--- src/rtl/hf14a_pkg.sv ---
// Shared types and defaults for the ISO14443-A tag-to-reader receive path.
package hf14a_pkg;

  localparam int SAMPLES_PER_BIT_DEF = 8;
  localparam int HALF_HIT_MIN_DEF    = 2;

  typedef enum logic [1:0] {SYM_D, SYM_E, SYM_F, SYM_X} sym_e;
  typedef enum logic [1:0] {IDLE, SOF, RX} state_e;

  function automatic logic odd_parity_ok(input logic [7:0] data, input logic par);
    return ^{data, par};
  endfunction

endpackage

--- src/rtl/hf14a_symbol_classifier.sv ---
// Counts modulated detector samples per half-bit and classifies each Manchester
// symbol (D/E/F/X) on the last sample of the bit period.
module hf14a_symbol_classifier
  import hf14a_pkg::*;
#(
  parameter int SAMPLES_PER_BIT = SAMPLES_PER_BIT_DEF,
  parameter int HALF_HIT_MIN    = HALF_HIT_MIN_DEF
) (
  input  logic osc_clk,
  input  logic rst_n,
  input  logic clear,
  input  logic count_en,
  input  logic sample,
  output logic sym_valid,
  output sym_e sym
);

  localparam int            PW       = $clog2(SAMPLES_PER_BIT);
  localparam logic [PW-1:0] PH_HALF  = PW'(SAMPLES_PER_BIT / 2);
  localparam logic [PW-1:0] PH_LAST  = PW'(SAMPLES_PER_BIT - 1);
  localparam logic [2:0]    HIT_MIN  = 3'(HALF_HIT_MIN);

  logic [PW-1:0] ph_q, ph_d;
  logic [2:0]    h1_q, h1_d, h2_q, h2_d;
  logic [2:0]    h1_n, h2_n;
  logic          m1, m2;

  always_comb begin
    ph_d      = ph_q;
    h1_d      = h1_q;
    h2_d      = h2_q;
    h1_n      = h1_q;
    h2_n      = h2_q;
    sym_valid = 1'b0;
    sym       = SYM_F;

    // half-bit hit counts include the current sample, saturating at 7
    if (count_en && sample) begin
      if (ph_q < PH_HALF) h1_n = (h1_q == 3'd7) ? h1_q : h1_q + 3'd1;
      else                h2_n = (h2_q == 3'd7) ? h2_q : h2_q + 3'd1;
    end
    m1 = (h1_n >= HIT_MIN);
    m2 = (h2_n >= HIT_MIN);

    if (count_en) begin
      if (ph_q == PH_LAST) begin
        sym_valid = 1'b1;
        ph_d      = '0;
        h1_d      = '0;
        h2_d      = '0;
        case ({m1, m2})
          2'b10:   sym = SYM_D;
          2'b01:   sym = SYM_E;
          2'b11:   sym = SYM_X;
          default: sym = SYM_F;
        endcase
      end else begin
        ph_d = ph_q + PW'(1);
        h1_d = h1_n;
        h2_d = h2_n;
      end
    end

    if (clear) begin
      ph_d      = '0;
      h1_d      = '0;
      h2_d      = '0;
      sym_valid = 1'b0;
    end
  end

  always_ff @(negedge osc_clk or negedge rst_n) begin
    if (!rst_n) begin
      ph_q <= '0;
      h1_q <= '0;
      h2_q <= '0;
    end else begin
      ph_q <= ph_d;
      h1_q <= h1_d;
      h2_q <= h2_d;
    end
  end

endmodule

--- src/rtl/hf14a_tag_rx_decoder.sv ---
// ISO14443-A tag-to-reader decoder: frames SOF/EOF, packs LSB-first 9-bit words
// and presents them on a valid/ready port with parity, collision and overflow flags.
//
// state | meaning
// IDLE  | waiting for the first modulated sample of a possible SOF
// SOF   | collecting the first symbol; only D opens a frame
// RX    | collecting data/parity bits until an F symbol (EOF)
module hf14a_tag_rx_decoder
  import hf14a_pkg::*;
#(
  parameter int SAMPLES_PER_BIT = SAMPLES_PER_BIT_DEF,
  parameter int HALF_HIT_MIN    = HALF_HIT_MIN_DEF
) (
  input  logic       osc_clk,
  input  logic       rst_n,
  input  logic       enable,
  input  logic       sample_valid,
  input  logic       sample,
  input  logic       out_ready,
  output logic       out_valid,
  output logic [7:0] out_data,
  output logic       out_parity,
  output logic [3:0] out_nbits,
  output logic       out_parity_err,
  output logic       out_collision,
  output logic       frame_active,
  output logic       frame_end,
  output logic       overflow
);

  state_e     state_q, state_d;
  logic [3:0] bit_cnt_q, bit_cnt_d;
  logic [7:0] shreg_q, shreg_d;
  logic       wcoll_q, wcoll_d;
  logic       frame_active_q, frame_active_d, frame_end_q, frame_end_d;
  logic       overflow_q, overflow_d, out_valid_q, out_valid_d;
  logic [7:0] out_data_q, out_data_d;
  logic       out_parity_q, out_parity_d, out_perr_q, out_perr_d, out_coll_q, out_coll_d;
  logic [3:0] out_nbits_q, out_nbits_d;

  logic       emit, em_par, em_perr, em_coll, ovf_clr, bit_val, count_en, sym_valid;
  logic [7:0] em_data;
  logic [3:0] em_nbits;
  sym_e       sym;

  // once a symbol is under way every strobe counts; from IDLE only a hit starts one
  assign count_en = enable && sample_valid && ((state_q != IDLE) || sample);

  hf14a_symbol_classifier #(
    .SAMPLES_PER_BIT (SAMPLES_PER_BIT),
    .HALF_HIT_MIN    (HALF_HIT_MIN)
  ) u_classifier (
    .osc_clk   (osc_clk),
    .rst_n     (rst_n),
    .clear     (!enable),
    .count_en  (count_en),
    .sample    (sample),
    .sym_valid (sym_valid),
    .sym       (sym)
  );

  always_comb begin
    state_d        = state_q;
    bit_cnt_d      = bit_cnt_q;
    shreg_d        = shreg_q;
    wcoll_d        = wcoll_q;
    frame_active_d = frame_active_q;
    frame_end_d    = 1'b0;
    emit           = 1'b0;
    em_data        = shreg_q;
    em_par         = 1'b0;
    em_nbits       = bit_cnt_q;
    em_perr        = 1'b0;
    em_coll        = wcoll_q;
    ovf_clr        = 1'b0;
    bit_val        = (sym == SYM_D) || (sym == SYM_X);

    if (!enable) begin
      state_d        = IDLE;
      bit_cnt_d      = '0;
      shreg_d        = '0;
      wcoll_d        = 1'b0;
      frame_active_d = 1'b0;
    end else begin
      case (state_q)
        IDLE: if (sample_valid && sample) state_d = SOF;
        SOF: if (sym_valid) begin
          if (sym == SYM_D) begin
            state_d        = RX;
            frame_active_d = 1'b1;
            bit_cnt_d      = '0;
            shreg_d        = '0;
            wcoll_d        = 1'b0;
            ovf_clr        = 1'b1;
          end else begin
            state_d = IDLE;
          end
        end
        RX: if (sym_valid) begin
          if (sym == SYM_F) begin
            emit           = (bit_cnt_q != 4'd0);
            frame_end_d    = 1'b1;
            frame_active_d = 1'b0;
            state_d        = IDLE;
            bit_cnt_d      = '0;
            shreg_d        = '0;
            wcoll_d        = 1'b0;
          end else if (bit_cnt_q == 4'd8) begin
            emit      = 1'b1;
            em_par    = bit_val;
            em_nbits  = 4'd9;
            em_perr   = !odd_parity_ok(shreg_q, bit_val);
            em_coll   = wcoll_q || (sym == SYM_X);
            bit_cnt_d = '0;
            shreg_d   = '0;
            wcoll_d   = 1'b0;
          end else begin
            shreg_d[bit_cnt_q[2:0]] = bit_val;
            bit_cnt_d               = bit_cnt_q + 4'd1;
            wcoll_d                 = wcoll_q || (sym == SYM_X);
          end
        end
        default: state_d = IDLE;
      endcase
    end
  end

  always_comb begin
    out_valid_d  = out_valid_q;
    out_data_d   = out_data_q;
    out_parity_d = out_parity_q;
    out_nbits_d  = out_nbits_q;
    out_perr_d   = out_perr_q;
    out_coll_d   = out_coll_q;
    overflow_d   = ovf_clr ? 1'b0 : overflow_q;

    // a word that arrives while the held one is not being taken is dropped
    if (emit) begin
      if (out_valid_q && !out_ready) begin
        overflow_d = 1'b1;
      end else begin
        out_valid_d  = 1'b1;
        out_data_d   = em_data;
        out_parity_d = em_par;
        out_nbits_d  = em_nbits;
        out_perr_d   = em_perr;
        out_coll_d   = em_coll;
      end
    end else if (out_valid_q && out_ready) begin
      out_valid_d = 1'b0;
    end
  end

  always_ff @(negedge osc_clk or negedge rst_n) begin
    if (!rst_n) begin
      state_q        <= IDLE;
      bit_cnt_q      <= '0;
      shreg_q        <= '0;
      wcoll_q        <= 1'b0;
      frame_active_q <= 1'b0;
      frame_end_q    <= 1'b0;
      overflow_q     <= 1'b0;
      out_valid_q    <= 1'b0;
      out_data_q     <= '0;
      out_parity_q   <= 1'b0;
      out_nbits_q    <= '0;
      out_perr_q     <= 1'b0;
      out_coll_q     <= 1'b0;
    end else begin
      state_q        <= state_d;
      bit_cnt_q      <= bit_cnt_d;
      shreg_q        <= shreg_d;
      wcoll_q        <= wcoll_d;
      frame_active_q <= frame_active_d;
      frame_end_q    <= frame_end_d;
      overflow_q     <= overflow_d;
      out_valid_q    <= out_valid_d;
      out_data_q     <= out_data_d;
      out_parity_q   <= out_parity_d;
      out_nbits_q    <= out_nbits_d;
      out_perr_q     <= out_perr_d;
      out_coll_q     <= out_coll_d;
    end
  end

  assign out_valid      = out_valid_q;
  assign out_data       = out_data_q;
  assign out_parity     = out_parity_q;
  assign out_nbits      = out_nbits_q;
  assign out_parity_err = out_perr_q;
  assign out_collision  = out_coll_q;
  assign frame_active   = frame_active_q;
  assign frame_end      = frame_end_q;
  assign overflow       = overflow_q;

endmodule

--- config.mk ---
export PLATFORM = sky130hd
export DESIGN_NAME = hf14a_tag_rx_decoder
export DESIGN_NICKNAME = d
export VERILOG_FILES = /design/src/rtl/hf14a_pkg.sv /design/src/rtl/hf14a_symbol_classifier.sv /design/src/rtl/hf14a_tag_rx_decoder.sv
export SDC_FILE = /design/constraint.sdc
export NUM_CORES = 1
export LEC_CHECK = 0
export BUFFER_PORTS_ARGS = -buffer_cell sky130_fd_sc_hd__buf_2
export CAP_MARGIN = 20
export CORE_UTILIZATION = 60
export CTS_BUF_LIST = sky130_fd_sc_hd__clkbuf_2
export DETAILED_ROUTE_END_ITERATION = 6
export GPL_ROUTABILITY_DRIVEN = 0
export PLACE_DENSITY = 0.81
export SYNTH_ARGS = -nofsm -noshare
export SYNTH_HDL_FRONTEND = slang
export SYNTH_SLANG_ARGS = --single-unit
--- constraint.sdc ---
create_clock -name osc_clk -period 3.6 [get_ports osc_clk]
set_input_delay 0.72 -clock osc_clk [delete_from_list [all_inputs] [get_ports osc_clk]]
set_output_delay 0.72 -clock osc_clk [all_outputs]
set_load 0.01 [all_outputs]
==> out/summary.txt, run 1 <==
==============================================================================
Starting DRC count in detailed routing ..........................          342
First-pass GRT wire length ......................................    11,400 um
Worst R2R Start ................................................. u_classifier.h1_q[1]
Avg Cell Area, Syn ..............................................     9.92 um2
Fraction of layout instances using a drive strength above 1 .....        0.364
Worst Hold Margin ...............................................       459 ps
Leakage Power ...................................................      1.41 nW
Portion of total power attributed to combinational logic ........        0.074
Placeable Area ..................................................     3470 um2
Cell with the most instances after synthesis .................... sky130_fd_sc_hd__dfrtn_1
TritonCTS clock tree ............................................         done
Register area share after synthesis .............................        0.474
Status .......................................................... finished with violations
Clk slew on worst S/H paths .....................................       150 ps
Data required time of the critical path .........................      2060 ps
Failing checks .................................................. setup timing
Site Rows .......................................................           21
Least-Margin Pin Slew ...........................................       808 ps
Number of detailed-routing iterations run before antenna repair .            6
Post-Syn Area ...................................................     2270 um2
Max capacitance violation total .................................            0
Routed length per placed instance ...............................      21.7 um
Path type of the worst setup path ............................... primary input to flip-flop
Crit path launch ................................................ sample_valid
IO buf count ....................................................           24
Worst Slack Setup Final .........................................      -875 ps
Effective utilization at floorplan ..............................        0.655
Total negative slack ............................................   -21,810 ps
Growth of design area from synthesis to finish ..................        31.8%
Maximum root-to-sink buffer count ...............................            2
Peak supply drop ................................................     0.252 mV
CP startpoint kind .............................................. primary input
Initial antenna violation count .................................            0
Antenna Diode Count .............................................            0
Number of warnings reported in the yosys synthesis log ..........            0
Max Transition Viols Final ......................................            0
Pin count of the biggest net entering global routing ............           44
Cell type with the largest total area after synthesis ........... sky130_fd_sc_hd__dfrtn_1
Final HPWL from detailed placement ..............................      3800 um
Number of flip-flops and latches in the synthesized netlist .....           43
Final-stage net count ...........................................          305
Power density over the cells ....................................   279 nW/um2
Part of the total power dissipated in sequential elements .......        0.591
Cells after Synth ...............................................          229
Number of global-route vias before repair .......................        2,220
Number of hold violations in the final report ...................            0
Critical-path maximum fanout ....................................            7
Internal ........................................................     0.631 mW
Number of enable flip-flop cells after synthesis ................            0
Synth area leaders .............................................. sky130_fd_sc_hd__dfrtn_1 (47%), sky130_fd_sc_hd__o21ai_0 (6.6%), sky130_fd_sc_hd__ha_1 (5.0%)
Vias per Instance ...............................................         6.85
Post-synthesis cell type count ..................................           48
Remaining global-route overflow .................................            0
Final number of setup-violating endpoints .......................           38
Overall die height ..............................................      63.5 um
Sinks on Clock Net ..............................................           43
Horiz. Die Dim ..................................................      63.5 um
Post-route total power ..........................................     0.836 mW
Sw Ratio ........................................................        0.245
H-tree depth ....................................................            2
Maximum clock skew at final layout ..............................      22.4 ps
Unrepaired setup endpoints after global routing .................          yes
Fraction of registers with async set or reset after synthesis ...         1.00
Startpoint of the most critical hold path ....................... u_classifier.ph_q[0]
Inserted Clock Buffers ..........................................            5
Routed via count ................................................        2,310
Cell area reported after detailed placement .....................     2700 um2
Path type of the worst min-delay path ........................... flip-flop to flip-flop
Clock Tree Root ................................................. sky130_fd_sc_hd__clkbuf_2
Area enclosed by the die boundary ...............................     4030 um2
Top FF cell, synth .............................................. sky130_fd_sc_hd__dfrtn_1
Clk pwr share ...................................................        0.335
Hold buffers post-CTS ...........................................            0
Most frequent cells after synthesis ............................. sky130_fd_sc_hd__dfrtn_1 (43), sky130_fd_sc_hd__o21ai_0 (30), sky130_fd_sc_hd__inv_1 (18)
Antenna viol nets, final ........................................            0
IO Count ........................................................           25
Max-slew headroom ...............................................        0.455
Critical path arrival ...........................................      2930 ps
Share of the synthesized area in the top cell type ..............        0.474
Clock latency on the worst-skew pair ............................       380 ps
Routed wire length ..............................................      7330 um
DR DRC count ....................................................            0
Total Routing Usage GR ..........................................        0.379
Cell area after layout ..........................................     2990 um2
Net switching power figure ......................................     0.205 mW
Synthesized netlist net count ...................................          244
Sort of element at the end of the critical path .................    flip-flop
==============================================================================
[cell usage in the layout, fill, tap and decap left out, types with 3 or more instances in the layout]
master and count:
sky130_fd_sc_hd__buf_6 9, sky130_fd_sc_hd__xnor2_1 6, sky130_fd_sc_hd__a21oi_1 4, sky130_fd_sc_hd__clkbuf_2 5, sky130_fd_sc_hd__buf_2 22, sky130_fd_sc_hd__o21ai_1 14, sky130_fd_sc_hd__nand2b_1 3, sky130_fd_sc_hd__nand3_1 12
sky130_fd_sc_hd__o21ai_0 14, sky130_fd_sc_hd__dfrtn_1 43, sky130_fd_sc_hd__a22oi_2 5, sky130_fd_sc_hd__nand2_1 16, sky130_fd_sc_hd__buf_4 29, sky130_fd_sc_hd__a22oi_1 3, sky130_fd_sc_hd__a32o_1 3, sky130_fd_sc_hd__o22ai_1 5
sky130_fd_sc_hd__nor2_1 4, sky130_fd_sc_hd__inv_1 17, sky130_fd_sc_hd__ha_1 6
[what timing repair did]
item | CTS | global route
gates cloned | 2 | 0
pin swaps | 20 | 7
buffers inserted | 4 | 0
gates resized for setup | 45 | 13
setup endpoints to repair | 38 | 39
hold endpoints to repair | 0 | 0
[per-stage QoR]
step,setup WS (ps),std cells,util
after global routing,-872,337,0.863
after global placement,-1080,323,0.779
after floorplan,-996,229,-
after CTS,-638,337,0.850
after detailed placement,-1160,323,0.779
final,-875,337,0.863
[flip-flops by register name (all words and copies together) (netlist names)]
signal and flops:
bit_cnt_q 4, state_q 2, overflow 1, out_parity 1, u_classifier.h2_q 3, frame_active 1, em_data 8, out_valid 1
out_nbits 4, out_collision 1, out_parity_err 1, out_data 8, u_classifier.ph_q 3, u_classifier.h1_q 3, wcoll_q 1, frame_end 1
[layer usage]
metal / vias to the layer above / wire [um] / track usage
li1: 954 / - / -
met1: 1100 / 2810 / 0.495
met2: 201 / 3420 / 0.612
met3: 55 / 692 / 0.0779
met4: 0 / 405 / 0.153
met5: - / 0 / 0
[power by group through the flow]
stage	logic (mW)	clock network [mW]	registers, mW
6_report	0.0617	0.280	0.494
5_1_grt	0.0673	0.297	0.494
4_1_cts	0.0566	0.269	0.494
3_5_place_dp	0.0514	0	0.502
3_3_place_gp	0.0504	0	0.502
2_1_floorplan	0.0245	0	0.501
[final cells by class]
type	instances	area (um2)
repair buffers	63	479
flip-flops and latches	43	1080
clock inverters	3	38.8
well taps	46	57.6
multi-input cells	159	1250
inverters	18	67.6
fillers	163	475
clock buffers	5	25.0
[cell families after synthesis]
logic type / count (synthesis) / share of synthesized area
compound gates: 76 / 0.217
simple gates: 59 / 0.142
fa+ha+maj: 9 / 0.0496
buf+inv: 27 / 0.0490
flops: 43 / 0.474
mux: 7 / 0.0325
xor+xnor: 8 / 0.0369
[worst max-delay path, cell delays in order]
cell                       delay (ps)
sky130_fd_sc_hd__buf_8             80
sky130_fd_sc_hd__nand4_1          210
sky130_fd_sc_hd__mux2i_2          250
sky130_fd_sc_hd__o211a_1          240
sky130_fd_sc_hd__o21a_1           200
sky130_fd_sc_hd__ha_2             180
sky130_fd_sc_hd__and3b_2          230
sky130_fd_sc_hd__o211ai_1         250
sky130_fd_sc_hd__buf_4            200
sky130_fd_sc_hd__buf_8            140
sky130_fd_sc_hd__a211oi_2          70
sky130_fd_sc_hd__o21bai_1         170
[final timing paths]
kind / endpoint / slack, ps / cells past startpoint
setup / recovery: bit_cnt_q[3] / -880 / 12
hold / removal: u_classifier.ph_q[0] / 460 / 1
setup reg to reg: bit_cnt_q[3] / 690 / 12
hold reg to reg: u_classifier.ph_q[0] / 460 / 1
max in group asynchronous: state_q[1] / 1400 / 2
min in group asynchronous: out_data[6] / 1940 / 2
(Power assumes the default switching activity.)
==> run 2: changes to the inputs <==
- CORE_UTILIZATION: 60 -> 45
- PLACE_DENSITY: 0.81 -> unset
==> out/summary.txt, run 2 (synthesized netlist as in run 1, its figures left out) <==
==============================================================================
Status .......................................................... finished with violations
Failing checks .................................................. setup timing
Leading cell type in the layout, fill and taps excluded ......... sky130_fd_sc_hd__dfrtn_1
Peak supply drop ................................................     0.160 mV   -37%
Effective utilization at floorplan ..............................        0.475   -0.180
Fraction of layout instances using a drive strength above 1 .....        0.404   +0.0398
Net switching power figure ......................................     0.196 mW   -4.1%
Starting DRC count in detailed routing ..........................           68   -80%
Clock Tree Root ................................................. sky130_fd_sc_hd__clkbuf_2
Internal ........................................................     0.631 mW   -0.12%
Cell-by-cell listing of the critical path ....................... buf_8, and4b_1, mux2i_2, a211oi_2, o21a_1, ha_2, and3b_1, o211ai_1, buf_4, buf_8, a22oi_2, o22ai_2
Final number of setup-violating endpoints .......................           35   -7.9%
Max capacitance violation total .................................            0   unchanged
Critical path arrival ...........................................      2710 ps   -220 ps
Routed length on met2 ...........................................      2470 um   -28%
Antenna viol nets, final ........................................            0   unchanged
Non-filler instance count after layout ..........................          359   +6.5%
Part of the total power dissipated in sequential elements .......        0.597   +0.006
Unrepaired setup endpoints after global routing .................          yes
Final HPWL from detailed placement ..............................      3670 um   -3.2%
Least-Margin Pin Slew ...........................................       777 ps   -30.7 ps
Critical path capture point .....................................   em_data[6]
Path type of the worst setup path ............................... primary input to flip-flop
Portion of total power attributed to combinational logic ........        0.069   -0.005
Final-stage net count ...........................................          306   +0.33%
Initial antenna violation count .................................            0   unchanged
Number of hold violations in the final report ...................            0   unchanged
Data required time of the critical path .........................      2030 ps   -30 ps
Critical-path maximum fanout ....................................            7   unchanged
TritonCTS clock tree ............................................         done
Area enclosed by the die boundary ...............................     5330 um2   +32%
Path type of the worst min-delay path ........................... flip-flop to flip-flop
Top delay family on crit path ................................... compound AO/OA/AOI/OAI gates
IO Count ........................................................           25   unchanged
Sort of element at the end of the critical path .................    flip-flop
Clk pwr share ...................................................        0.334   about the same
CP startpoint kind .............................................. primary input
Site Rows .......................................................           25   +19%
Clock latency on the worst-skew pair ............................       360 ps   -20 ps
Total Routing Usage GR ..........................................        0.219   -0.160
Power density over the cells ....................................   266 nW/um2   -4.6%
Worst Slack Setup Final .........................................      -674 ps   +201 ps
Overall die height ..............................................      73.0 um   +15%
Growth of design area from synthesis to finish ..................        36.7%
Worst R2R Start ................................................. u_classifier.h1_q[1]
Met3 WL .........................................................       161 um   -77%
H-tree depth ....................................................            2   unchanged
Clk slew on worst S/H paths .....................................       150 ps   about the same
Cell area after layout ..........................................     3100 um2   +3.7%
Largest incremental delay on the critical path ..................       280 ps   +30 ps
Remaining global-route overflow .................................            0   unchanged
Number of global-route vias before repair .......................        1,882   -15%
Number of buffer and inverter stages on the critical path .......            3   unchanged
Sinks on Clock Net ..............................................           43   unchanged
Number of detailed-routing iterations run before antenna repair .            4   -2
Max-slew headroom ...............................................        0.475   +0.0208
Maximum clock skew at final layout ..............................      18.5 ps   -3.94 ps
Antenna Diode Count .............................................            0   unchanged
Instance count after placement with tap cells included ..........          341   +5.6%
Crit path depth .................................................           12   unchanged
IO buf count ....................................................           24   unchanged
Cell area reported after detailed placement .....................     2710 um2   +0.14%
Sw Ratio ........................................................        0.237   -0.00742
Most frequent cells in the layout ............................... sky130_fd_sc_hd__dfrtn_1 (43), sky130_fd_sc_hd__buf_4 (27), sky130_fd_sc_hd__buf_2 (22), sky130_fd_sc_hd__inv_1 (17)
Most frequent cell on the critical path ......................... sky130_fd_sc_hd__buf_8
Placeable Area ..................................................     4790 um2   +38%
Routed wire length ..............................................      5280 um   -28%
Routed length per placed instance ...............................      14.7 um   -32%
Worst Hold Margin ...............................................       436 ps   -22.4 ps
Leakage Power ...................................................      1.48 nW   +4.7%
Highest metal used ..............................................         met4
Max Transition Viols Final ......................................            0   unchanged
Wire length the detailed router placed on met1 ..................      2580 um   -8.3%
Critical path's slowest cell .................................... sky130_fd_sc_hd__a211oi_2
Maximum root-to-sink buffer count ...............................            2   unchanged
Pin count of the biggest net entering global routing ............           44   unchanged
Worst Reg2Reg Path Length in Cells ..............................           11   -1
First-pass GRT wire length ......................................      8990 um   -21%
Setup slack of the most critical reg-to-reg path ................       860 ps   +170 ps
Crit path launch ................................................       sample
DR DRC count ....................................................            0   unchanged
Routed via count ................................................        1,929   -16%
Worst reg2reg endpoint ..........................................   em_data[0]
Horiz. Die Dim ..................................................      73.0 um   +15%
Final core utilization ..........................................        0.649   -0.214
Inserted Clock Buffers ..........................................            5   unchanged
Vias per Instance ...............................................         5.37   -22%
==============================================================================
run 2: cell types whose count changed in the layout (fill, tap and decap cells not counted), sizes merged:
cell  change
buf       +1
run 2: per-stage QoR:
| stage | worst slack [ps] | setup TNS [ps] | total power [mW] |
|---|---|---|---|
| after floorplan | -996 | -26350 | 0.525 |
| after global placement | -1170 | -35540 | 0.552 |
| after detailed placement | -1200 | -36480 | 0.552 |
| after CTS | -623 | -16610 | 0.834 |
| after global routing | -779 | -22300 | 0.856 |
| final | -674 | -19110 | 0.827 |
run 2: worst min path at each step:
stage	from	endpoint	slack (ps)	depth (start not counted)
after floorplan	u_classifier.h2_q[0]	u_classifier.h2_q[0]	410	1
after global placement	u_classifier.h2_q[0]	u_classifier.h2_q[0]	430	1
after detailed placement	u_classifier.h2_q[0]	u_classifier.h2_q[0]	440	1
after CTS	u_classifier.h2_q[0]	u_classifier.h2_q[0]	440	1
after global routing	u_classifier.h2_q[0]	u_classifier.h2_q[0]	450	1
final	u_classifier.h2_q[0]	u_classifier.h2_q[0]	440	1
run 2: layer usage:
layer / vias up / global-route usage
li1: 961 / -
met1: 924 / 0.304
met2: 35 / 0.352
met3: 9 / 0.0373
met4: 0 / 0.0588
met5: - / 0
run 2: final cells by class:
class,count,area (um2)
Clock buffer,5,25.0
Sequential cell,43,1080
Tap cell,67,83.8
Inverter,18,70.1
Multi-Input combinational cell,159,1300
Fill cell,413,1680
Timing Repair Buffer,64,507
Clock inverter,3,38.8
run 2: timing repair:
action                     CTS  global route
setup endpoints to repair   33            36
buffers inserted             9             3
gates cloned                 2             0
gates resized for setup     63            12
hold buffers                 0             0
pin swaps                   27            12
run 2: power groups by stage:
stage | sequential [mW] | clock [mW] | combinational (mW)
6_report | 0.494 | 0.276 | 0.0571
5_1_grt | 0.494 | 0.298 | 0.0639
4_1_cts | 0.494 | 0.283 | 0.0575
3_5_place_dp | 0.502 | 0 | 0.0505
3_3_place_gp | 0.502 | 0 | 0.0499
2_1_floorplan | 0.501 | 0 | 0.0245
==> run 3: changes to the inputs <==
- SKIP_CTS_REPAIR_TIMING: unset -> 1
==> out/summary.txt, run 3 (synthesized netlist as in run 1, its figures left out) <==
==============================================================================
Status .......................................................... finished with violations
Failing checks .................................................. setup timing
Setup slack of the most critical reg-to-reg path ................       870 ps   about the same
Cell area reported after detailed placement .....................     2710 um2   unchanged
Antenna viol nets, final ........................................            0   unchanged
IO Count ........................................................           25   unchanged
Cell-by-cell listing of the critical path ....................... buf_6, and4b_1, mux2i_2, a211oi_2, buf_4, o21ai_2, ha_2, and4bb_2, and2_4, buf_4, nand2_1, o21ai_1
Leakage Power ...................................................      1.40 nW   -5.4%
Final number of setup-violating endpoints .......................           36   +2.9%
Worst reg2reg endpoint .......................................... bit_cnt_q[0]
Peak supply drop ................................................     0.157 mV   -1.9%
Largest incremental delay on the critical path ..................       270 ps   about the same
Site Rows .......................................................           25   unchanged
Total Routing Usage GR ..........................................        0.204   -0.0150
Max capacitance violation total .................................            0   unchanged
Final HPWL from detailed placement ..............................      3670 um   unchanged
Number of detailed-routing iterations run before antenna repair .            4   unchanged
Path type of the worst min-delay path ........................... flip-flop to flip-flop
Power density over the cells ....................................   277 nW/um2   +3.9%
Worst slack at placement ........................................     -1200 ps   unchanged
Horiz. Die Dim ..................................................      73.0 um   unchanged
Unrepaired setup endpoints after global routing .................          yes
Worst Slack Setup Final .........................................      -671 ps   +3.15 ps
Total negative slack ............................................   -18,770 ps   +339 ps
Final-stage net count ...........................................          300   -2.0%
Sort of element at the end of the critical path .................    flip-flop
Critical path's slowest cell .................................... sky130_fd_sc_hd__mux2i_2
Pin count of the biggest net entering global routing ............           44   unchanged
Vias per Instance ...............................................         5.50   +2.4%
Crit path launch ................................................       sample
Maximum clock skew at final layout ..............................      21.0 ps   +2.53 ps
Max-slew headroom ...............................................        0.475   -0.000554
Most frequent cells in the layout ............................... sky130_fd_sc_hd__dfrtn_1 (43), sky130_fd_sc_hd__buf_4 (27), sky130_fd_sc_hd__buf_2 (22), sky130_fd_sc_hd__inv_1 (18), sky130_fd_sc_hd__nand2_1 (16)
Clock latency on the worst-skew pair ............................       360 ps   about the same
Clock Tree Root ................................................. sky130_fd_sc_hd__clkbuf_2
Most frequent cell on the critical path ......................... sky130_fd_sc_hd__buf_4
IO buf count ....................................................           24   unchanged
Critical path capture point ..................................... bit_cnt_q[0]
DR DRC count ....................................................            0   unchanged
Effective utilization at floorplan ..............................        0.475   unchanged
Met1 Resource Use GR ............................................        0.289   -0.0150
Growth of design area from synthesis to finish ..................        31.0%
Critical path arrival ...........................................      2700 ps   about the same
Max Transition Viols Final ......................................            0   unchanged
Path type of the worst setup path ............................... primary input to flip-flop
Cell area after layout ..........................................     2980 um2   -4.2%
Least-Margin Pin Slew ...........................................       778 ps   +0.820 ps
Number of global-route vias before repair .......................        1,788   -5.0%
Starting DRC count in detailed routing ..........................           60   -12%
Remaining global-route overflow .................................            0   unchanged
Data required time of the critical path .........................      2030 ps   about the same
Critical-path maximum fanout ....................................           10   +3
Overall die height ..............................................      73.0 um   unchanged
CP startpoint kind .............................................. primary input
First-pass GRT wire length ......................................      8430 um   -6.2%
TritonCTS clock tree ............................................         done
Clk slew on worst S/H paths .....................................       150 ps   about the same
Routed via count ................................................        1,942   +0.67%
Routed length per placed instance ...............................      14.7 um   -0.28%
Fraction of layout instances using a drive strength above 1 .....        0.367   -0.0370
Worst Reg2Reg Path Length in Cells ..............................           12   +1
Leading cell type in the layout, fill and taps excluded ......... sky130_fd_sc_hd__dfrtn_1
Sinks on Clock Net ..............................................           43   unchanged
Routed wire length ..............................................      5180 um   -2.0%
Antenna Diode Count .............................................            0   unchanged
Met2 Track Usage GR .............................................        0.317   -0.0350
Number of hold violations in the final report ...................            0   unchanged
Inserted Clock Buffers ..........................................            5   unchanged
Placeable Area ..................................................     4790 um2   unchanged
Routing layer with the top usage in global route ................         met2
Initial antenna violation count .................................            0   unchanged
Worst R2R Start ................................................. u_classifier.h1_q[1]
Final core utilization ..........................................        0.622   -0.0269
Maximum root-to-sink buffer count ...............................            2   unchanged
Fraction of met3 tracks used by global routing ..................       0.0373   unchanged
H-tree depth ....................................................            2   unchanged
Area enclosed by the die boundary ...............................     5330 um2   unchanged
Startpoint of the most critical hold path ....................... u_classifier.h2_q[0]
==============================================================================
[run 3: cell types whose count changed in the layout (fill, tap and decap cells not counted), sizes merged]
cell | previous run | this run
buf | 64 | 58
[run 3: metal layers]
| metal | part of all wire | up-vias |
|---|---|---|
| met5 | 0 | - |
| met2 | 0.46 | 50 |
| li1 | - | 950 |
| met4 | 0.0081 | 0 |
| met1 | 0.49 | 937 |
| met3 | 0.041 | 5 |
[run 3: power breakdown]
part           total, mW  leakage (nW)  switching (mW)  internal [mW]
Sequential         0.494         0.594         0.00365          0.490
Combinational     0.0567         0.762          0.0304         0.0263
Clock              0.274        0.0404           0.159          0.114
[run 3: metrics by stage]
stage / hold slack, ps / total power [mW] / instances
finish: 436 / 0.824 / 353
global route: 448 / 0.853 / 353
CTS: 445 / 0.827 / 349
detailed placement: 439 / 0.552 / 341
global placement: 434 / 0.552 / 341
floorplan: 409 / 0.525 / 229
[run 3: worst min-delay path by stage]
stage | cells after the start | slack, ps | end
after global routing | 1 | 450 | u_classifier.h2_q[0]
after floorplan | 1 | 410 | u_classifier.h2_q[0]
after global placement | 1 | 430 | u_classifier.h2_q[0]
after CTS | 1 | 440 | u_classifier.h2_q[0]
after detailed placement | 1 | 440 | u_classifier.h2_q[0]
final | 1 | 440 | u_classifier.h2_q[0]
[run 3: final cells by class]
type | count | area (um2)
clock inverter | 3 | 38.8
fill | 424 | 1810
clock buffer | 5 | 25.0
inverter | 18 | 67.6
tap | 67 | 83.8
sequential | 43 | 1080
timing repair buffer | 58 | 427
multi-input combinational | 159 | 1260
[run 3: worst max-delay path: cells and delay by family]
kind	cells	cell delay [ps]
adder cells (fa/ha/maj)	1	210
AND/OR/NAND/NOR	4	810
buffers and inverters	3	370
multiplexers	1	270
AO/OA/AOI/OAI	3	310
